### config.mk
export PLATFORM = sky130hd
export DESIGN_NAME = game_flow_ctrl
export DESIGN_NICKNAME = d
export VERILOG_FILES = /design/src/rtl/game_flow_ctrl.sv
export SDC_FILE = /design/constraint.sdc
export NUM_CORES = 1
export LEC_CHECK = 0
export ABC_AREA = 1
export CAP_MARGIN = 40
export CORE_MARGIN = 3
export CORE_UTILIZATION = 47
export DETAILED_ROUTE_END_ITERATION = 10
export PLACE_DENSITY = 0.81
export SYNTH_ARGS = -nofsm -noshare
export SYNTH_HDL_FRONTEND = slang
export SYNTH_SLANG_ARGS = --single-unit
### constraint.sdc
create_clock -name clk -period 2 [get_ports clk]
set_input_delay 0.4 -clock clk [delete_from_list [all_inputs] [get_ports clk]]
set_output_delay 0.4 -clock clk [all_outputs]
set_load 0.01 [all_outputs]
### src/rtl/game_flow_ctrl.sv
// Round sequencer for the bubble game: IDLE/PLAY/PAUSE/WIN/LOSE, BCD score and round timer, score-row tiles.
// Define GAME_TIMER_EN to build in the countdown timer and timeout loss.
module game_flow_ctrl #(
  parameter int TILE_W       = 5,
  parameter int DARK_TILE    = 31,
  parameter int SCORE_TARGET = 20,
  parameter int TIME_LIMIT   = 60
) (
  input  logic                clk,
  input  logic                rst_n,
  input  logic                en,
  input  logic                pause,
  input  logic                tick,
  input  logic                score_inc,
  input  logic                bubble_full,
  output logic [2:0]          state,
  output logic                playing,
  output logic                win,
  output logic                lose,
  output logic [15:0]         score_bcd,
  output logic [7:0]          time_bcd,
  output logic [8*TILE_W-1:0] score_row
);

  typedef enum logic [2:0] {IDLE = 3'd0, PLAY = 3'd1, PAUSE = 3'd2, WIN = 3'd3, LOSE = 3'd4} state_t;

`ifdef GAME_TIMER_EN
  localparam bit TIMER_ON = 1'b1;
`else
  localparam bit TIMER_ON = 1'b0;
`endif

  function automatic logic [15:0] to_bcd16(input int v);
    return {4'(v / 1000 % 10), 4'(v / 100 % 10), 4'(v / 10 % 10), 4'(v % 10)};
  endfunction

  function automatic logic [7:0] to_bcd8(input int v);
    return {4'(v / 10 % 10), 4'(v % 10)};
  endfunction

  localparam logic [15:0]       TARGET_BCD = to_bcd16(SCORE_TARGET);
  localparam logic [7:0]        LIMIT_BCD  = to_bcd8(TIME_LIMIT);
  localparam logic [TILE_W-1:0] DARK       = TILE_W'(DARK_TILE);

  function automatic logic [15:0] bcd_inc(input logic [15:0] s);
    logic [15:0] r;
    logic        c;
    r = s;
    c = 1'b1;
    for (int i = 0; i < 4; i++) begin
      if (c) begin
        if (r[4*i +: 4] == 4'd9) r[4*i +: 4] = 4'd0;
        else begin
          r[4*i +: 4] = r[4*i +: 4] + 4'd1;
          c = 1'b0;
        end
      end
    end
    return r;
  endfunction

  // Leading-zero blanking on the score; time tiles only exist with the timer.
  function automatic logic [8*TILE_W-1:0] row_of(input logic [15:0] s, input logic [7:0] t);
    logic [8*TILE_W-1:0] r;
    r = {8{DARK}};
    r[0 +: TILE_W] = TILE_W'(s[3:0]);
    if (s[15:4]  != 12'd0) r[1*TILE_W +: TILE_W] = TILE_W'(s[7:4]);
    if (s[15:8]  != 8'd0)  r[2*TILE_W +: TILE_W] = TILE_W'(s[11:8]);
    if (s[15:12] != 4'd0)  r[3*TILE_W +: TILE_W] = TILE_W'(s[15:12]);
    if (TIMER_ON) begin
      r[6*TILE_W +: TILE_W] = TILE_W'(t[3:0]);
      r[7*TILE_W +: TILE_W] = TILE_W'(t[7:4]);
    end
    return r;
  endfunction

  function automatic logic [2:0] flags_of(input state_t s);
    return {s == PLAY, s == WIN, s == LOSE};
  endfunction

  state_t      st;
  logic        en_q, pause_q;
  logic        start_e, pause_e, timeout;
  logic [15:0] score_nxt;
  logic [7:0]  time_nxt;

  assign state   = st;
  assign start_e = en & ~en_q;
  assign pause_e = pause & ~pause_q;
  assign timeout = TIMER_ON && (time_bcd == 8'h00);

  // Datapath updates key off the current state, so a tick or score pulse
  // arriving with a PLAY-exit condition still lands.
  always_comb begin
    score_nxt = score_bcd;
    time_nxt  = time_bcd;
    if (st == IDLE && start_e) begin
      score_nxt = 16'h0000;
      time_nxt  = LIMIT_BCD;
    end else if (st == PLAY) begin
      if (score_inc && score_bcd != 16'h9999) score_nxt = bcd_inc(score_bcd);
      if (TIMER_ON && tick && time_bcd != 8'h00)
        time_nxt = (time_bcd[3:0] == 4'd0) ? {time_bcd[7:4] - 4'd1, 4'd9}
                                           : {time_bcd[7:4], time_bcd[3:0] - 4'd1};
    end
  end

  always_ff @(posedge clk) begin
    if (!rst_n) begin
      st                   <= IDLE;
      {playing, win, lose} <= 3'b000;
      en_q                 <= 1'b1;
      pause_q              <= 1'b1;
      score_bcd            <= 16'h0000;
      time_bcd             <= LIMIT_BCD;
      score_row            <= row_of(16'h0000, LIMIT_BCD);
    end else begin
      en_q      <= en;
      pause_q   <= pause;
      score_bcd <= score_nxt;
      time_bcd  <= time_nxt;
      score_row <= row_of(score_nxt, time_nxt);
      case (st)
        IDLE: if (start_e) begin
          st <= PLAY; {playing, win, lose} <= flags_of(PLAY);
        end
        PLAY: begin
          if (bubble_full || (score_bcd != TARGET_BCD && timeout)) begin
            st <= LOSE; {playing, win, lose} <= flags_of(LOSE);
          end else if (score_bcd == TARGET_BCD) begin
            st <= WIN; {playing, win, lose} <= flags_of(WIN);
          end else if (pause_e) begin
            st <= PAUSE; {playing, win, lose} <= flags_of(PAUSE);
          end
        end
        PAUSE: begin
          if (start_e) begin
            st <= IDLE; {playing, win, lose} <= flags_of(IDLE);
          end else if (pause_e) begin
            st <= PLAY; {playing, win, lose} <= flags_of(PLAY);
          end
        end
        WIN, LOSE: if (start_e) begin
          st <= IDLE; {playing, win, lose} <= flags_of(IDLE);
        end
        default: begin
          st <= IDLE; {playing, win, lose} <= flags_of(IDLE);
        end
      endcase
    end
  end

endmodule

==> results of run 1 <==
-- cells in the final DEF, fill, tap and decap left out, types with 2 or more instances in the layout --
cell type / synthesis / final
clkinv_1: 2 / 2
nor3_1: 4 / 4
inv_1: 26 / 24
nor2_1: 28 / 26
nor2_8: 3 / 3
nand3_2: 13 / 15
inv_2: 8 / 10
dfxtp_1: 39 / 33
clkbuf_8: 0 / 5
nand2_4: 4 / 5
nand3_1: 25 / 23
nand2_1: 69 / 63
conb_1: 2 / 29
clkdlybuf4s50_1: 0 / 46
nand4_1: 10 / 10
nand2_2: 8 / 13
nor2_4: 8 / 10
a21oi_1: 8 / 8
bufinv_16: 0 / 2
nor2_2: 5 / 6
dfxtp_2: 0 / 6
o21ai_0: 9 / 8
ha_1: 6 / 5
buf_4: 33 / 32
-- how the worst max path moves through the flow --
stage	end	slack, ns	cells after the start
final	score_row[15]	0.08	12
after CTS	score_row[15]	0.05	14
after global routing	score_row[15]	-0.06	12
after global placement	score_row[5]	-0.03	12
after detailed placement	score_row[15]	-0.03	10
after floorplan	score_row[5]	0.13	14
-- synthesized netlist by cell type --
cell type / instances
nor4_2: 1
conb_1: 2
nor3b_1: 1
a21oi_1: 8
nand2_4: 4
clkinv_1: 2
inv_1: 26
nor2_2: 5
nor2_8: 3
dfxtp_1: 39
a31oi_1: 1
nand4_2: 1
nor3_1: 4
nand2_1: 69
buf_4: 33
buf_6: 2
clkbuf_1: 1
o21ai_0: 9
nor2_1: 28
nor4_1: 1
nand3_4: 1
nand2_2: 8
nand3_2: 13
nand3_1: 25
or2_2: 1
nor2_4: 8
nand4_1: 10
inv_2: 8
ha_1: 6
-- power by group through the flow --
stage | Sequential (mW) | Combinational (mW) | Clock [mW]
after floorplan | 1.02 | 0.579 | 0
after global placement | 0.960 | 0.963 | 0
after detailed placement | 0.963 | 0.977 | 0
after CTS | 0.945 | 0.981 | 0.782
after global routing | 0.962 | 1.10 | 0.806
final | 0.946 | 0.993 | 0.765
-- through the flow --
| step | cells | hold slack [ns] | power [mW] |
|---|---|---|---|
| after floorplan | 347 | 0.4845 | 1.596 |
| after global placement | 451 | 0.4606 | 1.923 |
| after detailed placement | 451 | 0.4717 | 1.939 |
| after CTS | 459 | 0.4909 | 2.708 |
| after global routing | 465 | 0.5177 | 2.863 |
| final | 465 | 0.4852 | 2.704 |
-- repair_timing --
action,4_1_cts,5_1_grt
setup buffers,0,5
gates resized for setup,0,24
endpoints found under the setup margin,0,20
-- cells by family after synthesis --
logic type | count (synthesis)
DFF | 39
adders and majority gates | 6
other | 2
AOI/OAI and AO/OA | 18
and+or+nand+nor | 183
buffers and inverters | 72
-- tightest hold or removal path, cell delays in order (launching register included) --
cell and delay, ns:
dfxtp_1 0.32, nand2_1 0.06, a21oi_1 0.06
-- per-layer routing --
metal  track usage  up-vias  share of wire
met3       0.02900        6          0.046
met1        0.2216     1004           0.43
met5             0        -              0
li1              -     1117              -
met4       0.04626        0         0.0074
met2        0.3083       60           0.51
-- flip-flops by register name, summed over array words and instances, names as in the netlist --
| register | count |
|---|---|
| score_bcd | 16 |
| win | 1 |
| score_row | 15 |
| playing | 1 |
| state | 3 |
| pause_q | 1 |
| lose | 1 |
| en_q | 1 |
-- cell type report --
| class | count | share of cell area |
|---|---|---|
| Multi-Input combinational cell | 237 | 0.4285 |
| Sequential cell | 39 | 0.2448 |
| Timing Repair Buffer | 78 | 0.2176 |
| Inverter | 36 | 0.04196 |
| Tap cell | 67 | 0.02603 |
| Clock buffer | 6 | 0.02253 |
| Clock inverter | 2 | 0.01865 |
==> metrics.md, run 1 <==
| Metric | Value |
|---|---|
| Outcome | `finished, final reports clean` |
| Post-DP HPWL | `4101 um` |
| WL final | `5544 um` |
| Slew Limit Fails | `0` |
| Global-route wire length before repair | `8687 um` |
| Sw Ratio | `0.3208` |
| Mux cell area share after synthesis | `0` |
| Fill cells | `429` |
| Cell area after placement | `2979 sq um` |
| Initial core utilization | `0.4960` |
| Antenna violations before repair | `0` |
| Area leader, netlist | `dfxtp_1` |
| Hold Startpoint | `playing` |
| Area contributors post-synth | `dfxtp_1 32%, nand2_1 11%, buf_4 10%` |
| CP max stage cell | `dfxtp_1` |
| Clock network power share | `0.283` |
| Overflow after GRT | `0` |
| Top cell type's share of synthesized area | `0.3247` |
| TritonCTS clock tree | `done` |
| P per Cell Area | `839.7 nW/um^2` |
| Vias in the first global route | `1981` |
| Die ar. | `6011 sq um` |
| Root Driver | `clkbuf_8` |
| Largest delay contributor family on the critical path | `simple AND/OR/NAND/NOR gates` |
| Num Clock Sinks | `39` |
| Synth Area in Adders | `0.03122` |
| Clk_lat worst skew | `0.29 ns` |
| Synth warn | `0` |
| Buf+Inv Stages, Crit Path | `0` |
| XOR/XNOR Fraction of Synth Area | `0` |
| Ant. Diodes | `0` |
| Hold Violations, Final | `0` |
| Antenna Nets Post-Route | `0` |
| Worst-path cell chain | `ha_4 > nand2_2 > nor2_4 > nand3_2 > nor2_4 > nand3_1 > nand2_1 > nand3_2 > nand2_4 > nor2_8 > nor2_4 > nand2_1` |
| CTS Buf Count | `5` |
| Vias per inst | `4.703` |
| Psw | `0.8676 mW` |
| RePlAce Congestion | `0.9124` |
| Most used cell, CP | `nor2_4` |
| Place WS | `-0.03091 ns` |
| Post-CTS Hold Fix Bufs | `0` |
| DR vias | `2187` |
| Main combinational cell family by area after synthesis | `simple AND/OR/NAND/NOR gates` |
| Final net count | `410` |
| Synth cell types | `29` |
| CP Class | `reg -> reg` |
| Layout cells sized above 1 | `0.2814` |
| Worst Skew | `0.006608 ns` |
| Synth Area in Simple Gates | `0.4329` |
| Max Cap Viol | `0` |
| Layout area overhead | `33.92%` |
| Worst reg2reg setup slack | `0.08 ns` |
| Pint | `1.837 mW` |
| Period utilization | `0.9579` |
| Mapped cell area | `2405 sq um` |
| Worst setup margin | `0.08428 ns` |
| Syn avg cell area | `7.515 sq um` |
| Register Area | `788.3 sq um` |
| Synth Register Bits | `39` |
| Finish-stage setup viols | `0` |
| Post-Syn Instances | `320` |
| IO buf count | `46` |
| CP Data Required Time | `2.17 ns` |
| Comb power frac | `0.367` |
| P_leak | `1.469 nW` |
| Reg2Reg Launch Point | `score_bcd[8]` |
| Rows | `25` |
| WHS Path Cells | `2` |
| Post-route cell area | `3221 sq um` |
| Compound-gate portion of the synthesized area | `0.03798` |
| H-Tree Depth | `2` |
| Worst setup SP type | `flop` |
| Drt first pass iters | `4` |
| Core Region | `4848 sq um` |
| Die Y | `77.53 um` |
| Clock tree buffer depth | `2` |
| Crit path launch | `score_bcd[8]` |
| R2R cell count | `12` |
| Final Critical Period | `1.916 ns` |
| VDD IR max | `461.2 uV` |
| RSZ-0062 raised after global routing | `yes` |
| Worst path arrival time | `2.09 ns` |
| Sequential Power Share | `0.350` |
| Seq/Total Area, Yosys | `0.3247` |
| DRC Markers | `0` |
| Area of the multi-input gates | `1380 sq um` |
| Avg WL per Cell | `11.92 um` |
| FMAX | `522.0 MHz` |
| Die Width | `77.53 um` |
| Final setup TNS | `0 ns` |
| # IOs | `77` |
| Drt initial violations | `91` |
| Crit end category | `flop` |
| Core Util, Final | `0.6643` |
| CP peak stage delay | `0.38 ns` |
| Largest net degree at the start of global routing | `16` |
| GRT Total Usage | `0.1753` |
| Hold Path End | `playing` |
| Worst Hold Class | `reg -> reg` |
| Clk pin slew, worst setup/hold paths | `0.07 ns` |
| RR Endpoint | `score_row[15]` |
| Crit-path max FO | `7` |
(Power assumes the default switching activity.)
==> run 2: changes to the inputs <==
--- a/config.mk
+++ b/config.mk
@@ -8,9 +8,10 @@
 export ABC_AREA = 1
 export CAP_MARGIN = 40
 export CORE_MARGIN = 3
-export CORE_UTILIZATION = 47
+export CORE_UTILIZATION = 50
 export DETAILED_ROUTE_END_ITERATION = 10
-export PLACE_DENSITY = 0.81
+export DONT_BUFFER_PORTS = 1
+export GPL_TIMING_DRIVEN = 0
 export SYNTH_ARGS = -nofsm -noshare
 export SYNTH_HDL_FRONTEND = slang
 export SYNTH_SLANG_ARGS = --single-unit
==> run 2 against run 1 <==
Net effect: cell count fell by 11%; register-to-register slack got worse by 0.04 ns; count of clock-buffer cells in the layout did not move; total power fell by 16%; non-clock buffer count fell by 36; critical path type unchanged; critical endpoint is now score_row[6]; largest power group is now registers.
==> metrics.md, run 2 (synthesis results as in run 1) <==
| Metric | Value |
|---|---|
| Reg2Reg Launch Point | `score_bcd[9]` |
| Layout cells sized above 1 | `0.3702` |
| TritonCTS clock tree | `done` |
| CP peak stage delay | `0.38 ns` |
| Final net count | `374` |
| Buf+Inv Stages, Crit Path | `1` |
| Overflow after GRT | `0` |
| Largest net degree at the start of global routing | `13` |
| RePlAce Congestion | `0.8617` |
| # IOs | `77` |
| RR Endpoint | `score_row[6]` |
| DR vias | `2028` |
| Crit end category | `flop` |
| Worst path arrival time | `2.19 ns` |
| Period utilization | `0.9775` |
| Clk_lat worst skew | `0.29 ns` |
| Vias in the first global route | `1730` |
| Initial core utilization | `0.5339` |
| Drt initial violations | `125` |
| Die Y | `75.35 um` |
| Top reg by flops | `score_bcd` |
| Max FFs per register | `16` |
| Placed cell count | `399` |
| Root Driver | `clkbuf_8` |
| H-Tree Depth | `2` |
| Finish-stage setup viols | `0` |
| Drt first pass iters | `4` |
| Crit-path max FO | `7` |
| Worst Skew | `0.003449 ns` |
| Worst-path cell chain | `inv_4 > ha_4 > nand2_4 > nor2_4 > nand3_2 > nor2_4 > nand4_1 > nand3_4 > nand2_4 > nor2_8 > nand3_4 > nand3_2` |
| Hold Path End | `score_row[11]` |
| Largest delay contributor family on the critical path | `simple AND/OR/NAND/NOR gates` |
| WL final | `5323 um` |
| Final Critical Period | `1.955 ns` |
| Hold Startpoint | `rst_n` |
| P per Cell Area | `795.7 nW/um^2` |
| Max Cap Viol | `0` |
| Worst Hold Class | `in -> reg` |
| Antenna Nets Post-Route | `0` |
| Core Util, Final | `0.6303` |
| Commonest non-fill, non-tap cell in the layout | `nand2_1` |
| R2R cell count | `12` |
| Hold Violations, Final | `0` |
| Final Non-Filler Cells | `414` |
| Vias per inst | `4.899` |
| DRC Markers | `0` |
| CP max stage cell | `dfxtp_4` |
| Worst setup SP type | `flop` |
| Clk pin slew, worst setup/hold paths | `0.08 ns` |
| GRT Total Usage | `0.1844` |
| RSZ-0062 raised after global routing | `yes` |
| Antenna violations before repair | `0` |
| CP Data Required Time | `2.23 ns` |
| Die Width | `75.35 um` |
| Outcome | `finished, final reports clean` |
| VDD IR max | `363.5 uV` |
| FMAX | `511.5 MHz` |
| Post-DP HPWL | `3996 um` |
| Num Clock Sinks | `39` |
| Most frequent cells in the layout | `63 x nand2_1, 39 x buf_4, 29 x conb_1` |
| Worst reg2reg setup slack | `0.04 ns` |
| Rows | `24` |
| Core Region | `4504 sq um` |
| CP Class | `reg -> reg` |
| IO buf count | `0` |
| Avg WL per Cell | `12.86 um` |
| Layout area overhead | `18.05%` |
| WHS Path Cells | `1` |
| CTS Buf Count | `5` |
| Slew Limit Fails | `0` |
| P_leak | `1.339 nW` |
| Ant. Diodes | `0` |
| Clock tree buffer depth | `2` |
| Die ar. | `5678 sq um` |
| Global-route wire length before repair | `8004 um` |
[run 2: worst max-delay path by stage]
stage,start,endpoint,slack [ns],cells past startpoint
after floorplan,score_bcd[9],score_row[5],0.13,14
after global placement,score_bcd[9],score_row[18],-0.11,14
after detailed placement,score_bcd[9],score_row[15],-0.14,14
after CTS,score_bcd[13],score_row[5],0.006,14
after global routing,score_bcd[9],score_row[6],-0.05,12
final,score_bcd[9],score_row[6],0.04,12
[run 2: per-stage QoR]
step | total power [mW] | hold WS (ns) | cell area, sq um | setup TNS, ns | worst slack [ns]
floorplan | 1.596 | 0.4845 | 2506 | 0 | 0.1332
global placement | 1.708 | 0.4913 | 2571 | -1.464 | -0.1091
detailed placement | 1.716 | 0.4893 | 2571 | -1.659 | -0.1352
CTS | 2.247 | 0.1835 | 2678 | 0 | 0.006122
global route | 2.418 | 0.1894 | 2839 | -0.3829 | -0.05175
finish | 2.259 | 0.1924 | 2839 | 0 | 0.04493
[run 2: per-layer routing]
metal	vias to the layer above	routed length, um	global-route usage
met5	-	0	0
li1	1045	-	-
met2	69	2603	0.3078
met4	0	53	0.05437
met1	909	2241	0.2315
met3	5	424	0.05277
[run 2: what timing repair did]
| action | 4_1_cts | 5_1_grt |
|---|---|---|
| hold endpoints to repair | 0 | 0 |
| pin swaps | 1 | 20 |
| resized for setup | 6 | 40 |
| hold buffers | 0 | 0 |
| endpoints found under the setup margin | 16 | 20 |
| gates cloned | 1 | 0 |
| buffers inserted | 0 | 6 |
[run 2: worst reg2reg max path, delay by kind of cell, from the launching register on]
family                     cells  cell delay (ns)
and+or+nand+nor               10             1.31
DFF                            1             0.38
adders and majority gates      1             0.13
buffers and inverters          1             0.07
[run 2: area by class of cell]
type / count / area (sq um)
plain buffers: 36 / 274.0
fillers: 423 / 1665
clock inverters: 2 / 12.51
flip-flops and latches: 39 / 808.3
clock buffers: 6 / 72.57
repair buffers: 6 / 45.04
inverters: 36 / 137.6
multi-input cells: 237 / 1424
well taps: 52 / 65.06
[run 2: power by group]
part	leakage, nW	internal (mW)	total (mW)	switching, mW
logic	0.972	0.265	0.710	0.445
registers	0.326	0.885	1.03	0.143
clock network	0.0412	0.244	0.522	0.278
==> run 3: changes to the inputs <==
--- a/config.mk
+++ b/config.mk
@@ -5,10 +5,10 @@
 export SDC_FILE = /design/constraint.sdc
 export NUM_CORES = 1
 export LEC_CHECK = 0
-export ABC_AREA = 1
 export CAP_MARGIN = 40
 export CORE_MARGIN = 3
 export CORE_UTILIZATION = 50
+export CTS_CLUSTER_DIAMETER = 80
 export DETAILED_ROUTE_END_ITERATION = 10
 export DONT_BUFFER_PORTS = 1
 export GPL_TIMING_DRIVEN = 0
==> run 3 against run 2 <==
Net effect: the flow now finishes with violations (negative setup slack); clock skew rose by 0.0074 ns; design area is essentially flat; register-to-register slack got worse by 0.05 ns; die area decreased by 4.6%; hold slack lost 0.0097 ns; critical endpoint is now score_row[11].
==> metrics.md, run 3 <==
| Metric | Value |
|---|---|
| Num Clock Sinks | `39` |
| Vias in the first global route | `1680` |
| Post-route cell area | `2836 sq um` |
| FMAX | `498.8 MHz` |
| Max FFs per register | `16` |
| Finish-stage setup viols | `1` |
| Drt first pass iters | `4` |
| RR Endpoint | `score_row[11]` |
| Antenna Nets Post-Route | `0` |
| Synth cell types | `54` |
| DR vias | `1921` |
| Post-Syn Instances | `259` |
| Hold Path End | `pause_q` |
| Largest delay contributor family on the critical path | `compound AO/OA/AOI/OAI gates` |
| Hold Startpoint | `rst_n` |
| Place WS | `-0.2380 ns` |
| Top reg by flops | `score_bcd` |
| Worst Skew | `0.01090 ns` |
| Final setup TNS | `-0.004827 ns` |
| Antenna violations before repair | `0` |
| Fill cells | `337` |
| Max Cap Viol | `0` |
| Synth async-reset ratio | `0` |
| Core Region | `4202 sq um` |
| Buf+Inv Stages, Crit Path | `3` |
| Root Driver | `clkbuf_8` |
| IO buf count | `0` |
| Layout area overhead | `24.15%` |
| Post-CTS Hold Fix Bufs | `0` |
| Post-synth EDFFs | `0` |
| Final Critical Period | `2.005 ns` |
| Vias per inst | `5.381` |
| Cell area after placement | `2456 sq um` |
| P per Cell Area | `620.3 nW/um^2` |
| Outcome | `finished with violations` |
| Clk_lat worst skew | `0.30 ns` |
| Worst-path cell chain | `inv_1 > ha_1 > nand3b_1 > buf_4 > a32oi_2 > a31oi_4 > buf_12 > o32ai_4` |
| CP Data Required Time | `2.20 ns` |
| Most common cell in the netlist | `dfxtp_1` |
| Synth warn | `0` |
| Reg2Reg Launch Point | `score_bcd[9]` |
| Synth top cells by count | `39 x dfxtp_1, 35 x buf_4, 17 x nor2_1, 17 x o21ai_0, 11 x a21oi_1` |
| Overflow after GRT | `0` |
| Final net count | `319` |
| Clk pin slew, worst setup/hold paths | `0.08 ns` |
| Most frequent cells in the layout | `42 x buf_4, 29 x conb_1, 25 x dfxtp_1` |
| WHS Path Cells | `1` |
| DRC Markers | `0` |
| Rows | `23` |
| Die Y | `73.60 um` |
| Largest net degree at the start of global routing | `14` |
| Post-DP HPWL | `3677 um` |
| Primary FF master, synth | `dfxtp_1` |
| Crit-path max FO | `10` |
| Worst path arrival time | `2.21 ns` |
| Worst reg2reg setup slack | `-0.005 ns` |
| GRT Total Usage | `0.1960` |
| Die ar. | `5416 sq um` |
| R2R cell count | `8` |
| RePlAce Congestion | `0.8746` |
| Area contributors post-synth | `dfxtp_1 34%, buf_4 12%, o21ai_0 3.7%` |
| Ant. Diodes | `0` |
| Top cell type's share of synthesized area | `0.3417` |
| CP Class | `reg -> reg` |
| Worst setup margin | `-0.004827 ns` |
| Hold Violations, Final | `0` |
| WL final | `5245 um` |
| Failing checks | `negative setup slack` |
| Avg WL per Cell | `14.69 um` |
| Synth Register Bits | `39` |
| Slew Limit Fails | `0` |
| VDD IR max | `293.8 uV` |
| Clock tree buffer depth | `2` |
| RSZ-0062 raised after global routing | `yes` |
| Area of the multi-input gates | `1376 sq um` |
| Layout cells sized above 1 | `0.3290` |
| Die Width | `73.60 um` |
| Seq/Total Area, Yosys | `0.3417` |
| TritonCTS clock tree | `done` |
| CP max stage cell | `dfxtp_4` |
| Area leader, netlist | `dfxtp_1` |
| Register Area | `810.8 sq um` |
| Crit end category | `flop` |
| Initial core utilization | `0.5438` |
| # IOs | `77` |
| Worst setup SP type | `flop` |
| P_leak | `1.113 nW` |
| Worst Hold Class | `in -> reg` |
| CP peak stage delay | `0.38 ns` |
| H-Tree Depth | `2` |
| CTS Buf Count | `5` |
| Commonest non-fill, non-tap cell in the layout | `buf_4` |
| Syn avg cell area | `8.821 sq um` |
| Mapped cell area | `2285 sq um` |
| Drt initial violations | `211` |
| Period utilization | `1.002` |
| Global-route wire length before repair | `8245 um` |
[run 3: through the flow]
stage / hold slack (ns) / util / total power, mW / cells
4_1_cts: 0.1718 / 0.6504 / 1.777 / 354
5_1_grt: 0.1723 / 0.6751 / 1.856 / 357
3_3_place_gp: 0.4754 / 0.5834 / 1.105 / 336
3_5_place_dp: 0.4830 / 0.5846 / 1.107 / 337
2_1_floorplan: 0.4730 / - / 1.063 / 286
6_report: 0.1827 / 0.6751 / 1.760 / 357
[run 3: cell type report]
class / count / share of cell area
plain buffers: 44 / 0.1213
clock inverters: 3 / 0.01544
multi-input cells: 196 / 0.4852
flip-flops and latches: 39 / 0.2858
repair buffers: 13 / 0.03661
clock buffers: 5 / 0.02426
well taps: 50 / 0.02206
inverters: 7 / 0.009263
[run 3: worst max path at each step]
stage / start / to / slack, ns / depth (start not counted)
2_1_floorplan: score_bcd[12] / score_row[13] / 0.02 / 7
3_3_place_gp: score_bcd[13] / score_row[13] / -0.22 / 7
3_5_place_dp: score_bcd[13] / score_row[13] / -0.24 / 7
4_1_cts: state[1] / score_row[11] / 0.006 / 7
5_1_grt: score_bcd[13] / score_row[11] / -0.10 / 8
6_report: score_bcd[9] / score_row[11] / -0.005 / 8
[run 3: logic make-up after synthesis]
kind of cell | synth area share
AOI/OAI and AO/OA | 0.1774
muxes | 0.006023
other | 0.003287
and+or+nand+nor | 0.2547
adders and majority gates | 0.03286
buffers and inverters | 0.1533
DFF | 0.3417
xor gates and xnor gates | 0.03067
[run 3: worst register-to-register path, cell delays in order, from the launching register on]
cell      delay, ns
dfxtp_4        0.38
inv_1          0.09
ha_1           0.17
nand3b_1       0.20
buf_4          0.22
a32oi_2        0.29
a31oi_4        0.13
buf_12         0.16
o32ai_4        0.27
[run 3: what timing repair did]
item / 4_1_cts / 5_1_grt
gates resized for setup: 29 / 21
hold endpoints to repair: 0 / 0
pin swaps: 7 / 7
buffers inserted: 9 / 3
setup endpoints to repair: 16 / 16
[run 3: power by group]
part / internal, mW / leakage [nW] / switching [mW]
sequential: 0.798 / 0.324 / 0.0380
combinational: 0.117 / 0.730 / 0.147
clock: 0.371 / 0.0581 / 0.287
[run 3: routing by layer]
layer / up-vias / track usage / share of wire
met5: - / 0 / 0
met2: 91 / 0.2864 / 0.45
li1: 967 / - / -
met3: 11 / 0.06019 / 0.10
met1: 852 / 0.2707 / 0.43
met4: 0 / 0.07042 / 0.019
